$ cat src/rtl/vx_tlb_pkg.sv
// vx_tlb shared types: command encoding and field widths.
// Imported by the TLB top and its way sub-module.
package vx_tlb_pkg;

  typedef enum logic [1:0] {
    TLB_CMD_NONE       = 2'd0,
    TLB_CMD_RESOLVE    = 2'd1,
    TLB_CMD_WRITE      = 2'd2,
    TLB_CMD_INVALIDATE = 2'd3
  } tlb_cmd_e;

  localparam int VPN_W = 20;
  localparam int PPN_W = 22;
  localparam int ACC_W = 8;

endpackage

$ cat src/rtl/vx_tlb_way.sv
// One TLB way: per-set valid/tag/data storage,
// write-set probe and read-set compare.
module vx_tlb_way
  import vx_tlb_pkg::*;
#(
  parameter int ENTRIES_W = 1
) (
  input  logic                       clk,
  input  logic                       rst_n,
  input  logic                       wr_en,
  input  logic [ENTRIES_W-1:0]       wr_set,
  input  logic [VPN_W-ENTRIES_W-1:0] wr_tag,
  input  logic [ACC_W-1:0]           wr_acc,
  input  logic [PPN_W-1:0]           wr_phys,
  input  logic                       inv_en,
  input  logic [ENTRIES_W-1:0]       inv_set,
  input  logic [ENTRIES_W-1:0]       rd_set,
  input  logic [VPN_W-ENTRIES_W-1:0] rd_tag,
  output logic                       wr_valid,
  output logic                       wr_hit,
  output logic                       rd_hit,
  output logic [ACC_W-1:0]           rd_acc,
  output logic [PPN_W-1:0]           rd_phys
);

  localparam int SETS  = 1 << ENTRIES_W;
  localparam int TAG_W = VPN_W - ENTRIES_W;

  logic [SETS-1:0]  valid;
  logic [TAG_W-1:0] tag_q  [SETS];
  logic [ACC_W-1:0] acc_q  [SETS];
  logic [PPN_W-1:0] phys_q [SETS];

  always_ff @(posedge clk or posedge rst_n) begin
    if (rst_n) begin
      valid <= '0;
    end else if (inv_en) begin
      valid[inv_set] <= 1'b0;
    end else if (wr_en) begin
      valid[wr_set] <= 1'b1;
    end
  end

  // Payload needs no reset; valid gates every use.
  always_ff @(posedge clk) begin
    if (wr_en) begin
      tag_q[wr_set]  <= wr_tag;
      acc_q[wr_set]  <= wr_acc;
      phys_q[wr_set] <= wr_phys;
    end
  end

  assign wr_valid = valid[wr_set];
  assign wr_hit   = valid[wr_set] && (tag_q[wr_set] == wr_tag);
  assign rd_hit   = valid[rd_set] && (tag_q[rd_set] == rd_tag);
  assign rd_acc   = acc_q[rd_set];
  assign rd_phys  = phys_q[rd_set];

endmodule

$ cat src/rtl/vx_tlb.sv
// Set-associative Sv32-style TLB: registered lookup,
// same-tag/invalid/round-robin fill, per-set invalidate.
module vx_tlb
  import vx_tlb_pkg::*;
#(
  parameter int ENTRIES_W = 1,
  parameter int WAYS_W    = 1,
  parameter bit DEBUG     = 1'b0
) (
  input  logic                 clk,
  input  logic                 rst_n,
  input  logic [1:0]           command,
  input  logic [ENTRIES_W-1:0] invalidate_set_index,
  input  logic [VPN_W-1:0]     virtual_address,
  input  logic [VPN_W-1:0]     virtual_address_w,
  input  logic [ACC_W-1:0]     accesstag_w,
  input  logic [PPN_W-1:0]     phys_w,
  output logic                 hit,
  output logic [ACC_W-1:0]     accesstag_r,
  output logic [PPN_W-1:0]     phys_r
);

  localparam int WAYS  = 1 << WAYS_W;
  localparam int SETS  = 1 << ENTRIES_W;
  localparam int TAG_W = VPN_W - ENTRIES_W;

  logic unused_debug;
  assign unused_debug = DEBUG;

  logic do_res, do_wr, do_inv;

  always_comb begin
    do_res = 1'b0;
    do_wr  = 1'b0;
    do_inv = 1'b0;
    unique case (1'b1)
      command == TLB_CMD_RESOLVE:    do_res = 1'b1;
      command == TLB_CMD_WRITE:      do_wr  = 1'b1;
      command == TLB_CMD_INVALIDATE: do_inv = 1'b1;
      default: ;
    endcase
  end

  logic                 rd_pend;
  logic [ENTRIES_W-1:0] rd_set_q;
  logic [TAG_W-1:0]     rd_tag_q;

  always_ff @(posedge clk or posedge rst_n) begin
    if (rst_n) begin
      rd_pend  <= 1'b0;
      rd_set_q <= '0;
      rd_tag_q <= '0;
    end else begin
      rd_pend <= do_res;
      if (do_res) begin
        rd_set_q <= virtual_address[ENTRIES_W-1:0];
        rd_tag_q <= virtual_address[VPN_W-1:ENTRIES_W];
      end
    end
  end

  logic [ENTRIES_W-1:0] wr_set;
  logic [TAG_W-1:0]     wr_tag;

  assign wr_set = virtual_address_w[ENTRIES_W-1:0];
  assign wr_tag = virtual_address_w[VPN_W-1:ENTRIES_W];

  logic [WAYS-1:0]  way_wr;
  logic [WAYS-1:0]  w_valid, w_hit, r_hit;
  logic [ACC_W-1:0] r_acc  [WAYS];
  logic [PPN_W-1:0] r_phys [WAYS];

  for (genvar g = 0; g < WAYS; g++) begin : g_way
    vx_tlb_way #(
      .ENTRIES_W(ENTRIES_W)
    ) u_way (
      .clk     (clk),
      .rst_n   (rst_n),
      .wr_en   (way_wr[g]),
      .wr_set  (wr_set),
      .wr_tag  (wr_tag),
      .wr_acc  (accesstag_w),
      .wr_phys (phys_w),
      .inv_en  (do_inv),
      .inv_set (invalidate_set_index),
      .rd_set  (rd_set_q),
      .rd_tag  (rd_tag_q),
      .wr_valid(w_valid[g]),
      .wr_hit  (w_hit[g]),
      .rd_hit  (r_hit[g]),
      .rd_acc  (r_acc[g]),
      .rd_phys (r_phys[g])
    );
  end

  logic [WAYS_W-1:0] victim [SETS];
  logic [WAYS_W-1:0] hit_way, free_way, sel_way;
  logic              any_hit, any_free, use_victim;

  // Descending scan so the lowest index wins.
  always_comb begin
    hit_way  = '0;
    free_way = '0;
    any_hit  = 1'b0;
    any_free = 1'b0;
    for (int i = WAYS - 1; i >= 0; i--) begin
      if (w_hit[i]) begin
        any_hit = 1'b1;
        hit_way = WAYS_W'(i);
      end
      if (!w_valid[i]) begin
        any_free = 1'b1;
        free_way = WAYS_W'(i);
      end
    end
    use_victim = !any_hit && !any_free;
    sel_way    = any_hit  ? hit_way  :
                 any_free ? free_way : victim[wr_set];
  end

  always_comb begin
    way_wr = '0;
    if (do_wr) way_wr[sel_way] = 1'b1;
  end

  always_ff @(posedge clk or posedge rst_n) begin
    if (rst_n) begin
      for (int s = 0; s < SETS; s++) victim[s] <= '0;
    end else if (do_inv) begin
      victim[invalidate_set_index] <= '0;
    end else if (do_wr && use_victim) begin
      victim[wr_set] <= victim[wr_set] + 1'b1;
    end
  end

  always_comb begin
    hit         = 1'b0;
    accesstag_r = '0;
    phys_r      = '0;
    for (int i = WAYS - 1; i >= 0; i--) begin
      if (rd_pend && r_hit[i]) begin
        hit         = 1'b1;
        accesstag_r = r_acc[i];
        phys_r      = r_phys[i];
      end
    end
  end

endmodule

$ cat config.mk
export PLATFORM = sky130hd
export DESIGN_NAME = vx_tlb
export DESIGN_NICKNAME = d
export VERILOG_FILES = /design/src/rtl/vx_tlb_pkg.sv /design/src/rtl/vx_tlb_way.sv /design/src/rtl/vx_tlb.sv
export SDC_FILE = /design/constraint.sdc
export NUM_CORES = 1
export LEC_CHECK = 0
export CAP_MARGIN = 20
export CORE_ASPECT_RATIO = 0.8
export CORE_UTILIZATION = 51
export CTS_CLUSTER_SIZE = 20
export DETAILED_ROUTE_END_ITERATION = 8
export PLACE_DENSITY_LB_ADDON = 0.2
export SLEW_MARGIN = 15
export SYNTH_ARGS = -nofsm -noshare
export SYNTH_HDL_FRONTEND = slang
export SYNTH_SLANG_ARGS = --single-unit
export TNS_END_PERCENT = 30
$ cat constraint.sdc
create_clock -name clk -period 5.2 [get_ports clk]
set_input_delay 1.3 -clock clk [delete_from_list [all_inputs] [get_ports clk]]
set_output_delay 1.3 -clock clk [all_outputs]
set_load 0.05 [all_outputs]
==> run summary <==
Outcome: finished, final reports clean
Root Buffer: clkbuf_16
Most common cell in the netlist: edfxtp_1
Post-synth ARST share: 12.1%
R2r startpoint: g_way[1].u_way.tag_q[1][16]$_DFFE_PP_
Remaining DRCs: 0
Sequential share of the synthesized area: 66.3%
Unique masters post-synth: 40
Die Height: 127 um
Post-CTS setup buffers: 0
Worst setup path start: rd_set_q$_DFFE_PP0P_
Psw: 977 uW
Vias per inst: 5.43
Starting Density: 52.2%
Final Hold Fails: 0
GRT Util Overall: 21.3%
Top cell type's share of synthesized area: 59.5%
Global-route wire length before repair: 31.8 mm
Switching Fraction: 23.2%
Hold Path Origin: victim[1]$_DFFE_PP0P_
Internal: 3.24 mW
Comb power frac: 12.0%
Post-detail-place hpwl: 13.2 mm
Total gr overflow: 0
Critical path startpoint category: flop
Largest net degree at the start of global routing: 50
Worst path most repeated cell: buf_4
Static leakage: 4.38 nW
Iter 0 DRT Violations: 370
Max Fclk: 200 MHz
Hold buffers post-CTS: 0
Number of antenna violations at the first check in global routing: 0
R2R cell count: 8
Routed vias: 5484
CP peak stage delay: 0.75 ns
Clk pwr share: 37.3%
Power per cell area: 352 mW/mm^2
N_diodes: 0
Fraction of layout cells with a size suffix above 1: 22.3%
Setup-failing EPs final: 0
CP max stage cell: dfrtp_4
Number of synthesized flops with an enable pin: 196
Final period utilization: 96.0%
# fillers: 1385
GR peak layer: met2
CTS Buffer Depth: 3
Htree depth: 1
CTS buffer count: 23
Final net count: 810
Peak VDD IR: 0.248 mV
Worst hold path cell count: 1
WL final: 20.4 mm
Post-synthesis instance area: 0.00990 sq mm
Placed inst area: 0.0113 sq mm
Post_cts resized: 0
Yosys warns: 0
Crit path time final: 4.99 ns
FF+latch count, synth: 223
Global placer's final weighted congestion: 0.889
CP arrival: 3.69 ns
Initial DRT Pass Iterations: 6
CTS tree: built
Io pins: 106
Clk_lat worst skew: 0.50 ns
Avg WL per Cell: 20.2 um
Syn Inst Count: 613
Synth top area cells: edfxtp_1 (59%), mux2i_1 (11%), mux2_2 (9.1%)
CTS sink cnt: 223
GR Util met3: 4.51%
Fin. max-slew vios: 0
Post-route setup TNS: 0 ns
Routed Antenna Nets: 0
CTS clk-pin slew, worst paths: 0.06 ns
Post-route design area: 0.0120 sq mm
Worst slew pin tran: 0.726 ns
Cell taking the most area after synthesis: edfxtp_1
I/O Buffers: 105
Worst Path Required: 3.90 ns
Crit Path Max Fanout: 30
Met2 Resource Use GR: 33.9%
Vias in the first global route: 5700
Core area: 0.0190 sq mm
Worst hold path class: flop to flop
FP Rows: 45
Crit path kind: flop to primary output
Skew final: 0.0131 ns
Syn avg cell area: 16.1 sq um
Slew HR: 51.5%
Met1 Track Usage GR: 29.8%
Setup crit end kind: primary output
Sequential share of power: 50.6%
Primary FF master, synth: edfxtp_1
Post-synth top cells: edfxtp_1 (196), mux2i_1 (108), mux2_2 (80)
Width of the die: 158 um
Area growth syn-to-layout: 21.2%
Cells along the critical path: mux2i_1 -> xor2_1 -> nand4_1 -> or4_1 -> nor2_4 -> buf_4 -> mux2_2 -> buf_4
Die area: 0.0200 sq mm
Max cap viols: 0
Syn_nets: 688
Unrepaired setup endpoints after global routing: false
-- layout by cell type (no fill, tap or decap), drive strengths merged --
master         count
nand2              7
nand4              9
and2               1
or4                2
a2111oi            1
o21ai              8
nand3              6
a21o               1
nor4              10
nand3b             1
mux2              81
nor2b              2
nor2              33
a31oi              1
o31ai              2
nor4b              1
a21oi              3
bufinv             2
clkbuf            32
mux2i            108
xnor2             43
clkdlybuf4s50     74
xor2              30
edfxtp           196
a211oi             1
buf               48
o211ai             2
nor3b              1
clkinv             6
a22o               1
dfrtp             27
nor3               2
inv                6
nand2b             2
o22ai              1
clkinvlp           1
-- layer usage --
layer | share of wire, % | vias up | wire length (um)
met5 | 0 | - | 0
met4 | 1.9 | 0 | 388
met3 | 4.9 | 29 | 1000
met2 | 46 | 138 | 9410
met1 | 47 | 2748 | 9580
li1 | - | 2569 | -
-- flip-flops by register name, indices dropped and copies added (netlist names) --
| signal | cells |
|---|---|
| rd_tag_q | 19 |
| g_way.u_way.valid | 4 |
| victim | 2 |
| g_way.u_way.phys_q | 88 |
| g_way.u_way.tag_q | 76 |
| rd_set_q | 1 |
| g_way.u_way.acc_q | 32 |
| rd_pend | 1 |
-- final timing paths --
| check | slack, ns | end |
|---|---|---|
| max | 0.21 | accesstag_r[4] |
| max reg2reg | 2.19 | g_way[1].u_way.phys_q[1][11]$_DFFE_PP_ |
| min in group asynchronous | 1.13 | g_way[0].u_way.valid[0]$_DFFE_PP0P_ |
| min | 0.49 | victim[1]$_DFFE_PP0P_ |
| max in group asynchronous | 3.59 | rd_tag_q[18]$_DFFE_PP0P_ |
| min reg2reg | 0.49 | victim[1]$_DFFE_PP0P_ |
-- layout make-up --
class                      instances  area (sq um)  share of cell area (%)
timing repair buffer             122          1170                    9.74
clock buffer                      32           619                    5.16
sequential                       223          6570                    54.7
clock inverter                    10           103                   0.855
inverter                           5          18.8                   0.156
tap                              258           323                    2.69
multi-input combinational        360          3200                    26.7
-- metrics by stage --
stage	total power [mW]	util, %	instances	hold slack (ns)	setup WS (ns)
floorplan	2.48	-	613	0.439	-0.0406
global placement	2.66	59.2	967	0.466	0.716
detailed placement	2.68	59.4	968	0.480	0.488
CTS	4.26	63.2	1010	0.487	0.138
global route	4.37	63.2	1010	0.515	0.0591
finish	4.22	63.2	1010	0.491	0.209
-- worst max-delay path, delay by kind of cell (launching register included) --
kind	cells	cell delay (ns)
simple gates	3	0.87
xor+xnor	1	0.25
flops	1	0.75
mux	2	0.70
buf+inv	2	0.59
-- logic make-up (layout without fill, tap and decap cells) --
logic type,after synthesis,in the layout,synth area share (%)
DFF,223,223,66.3
muxes,189,189,20.1
and+or+nand+nor,77,77,3.89
xor gates and xnor gates,73,73,6.46
buffers and inverters,30,169,1.81
AOI/OAI and AO/OA,21,21,1.42
-- power groups by stage --
stage	clock network, mW	logic (mW)	registers (mW)
after floorplan	0	0.339	2.14
after global placement	0	0.495	2.17
after detailed placement	0	0.508	2.17
after CTS	1.61	0.511	2.14
after global routing	1.68	0.549	2.15
final	1.57	0.508	2.14
No activity file was read; power rests on OpenSTA's default activity.
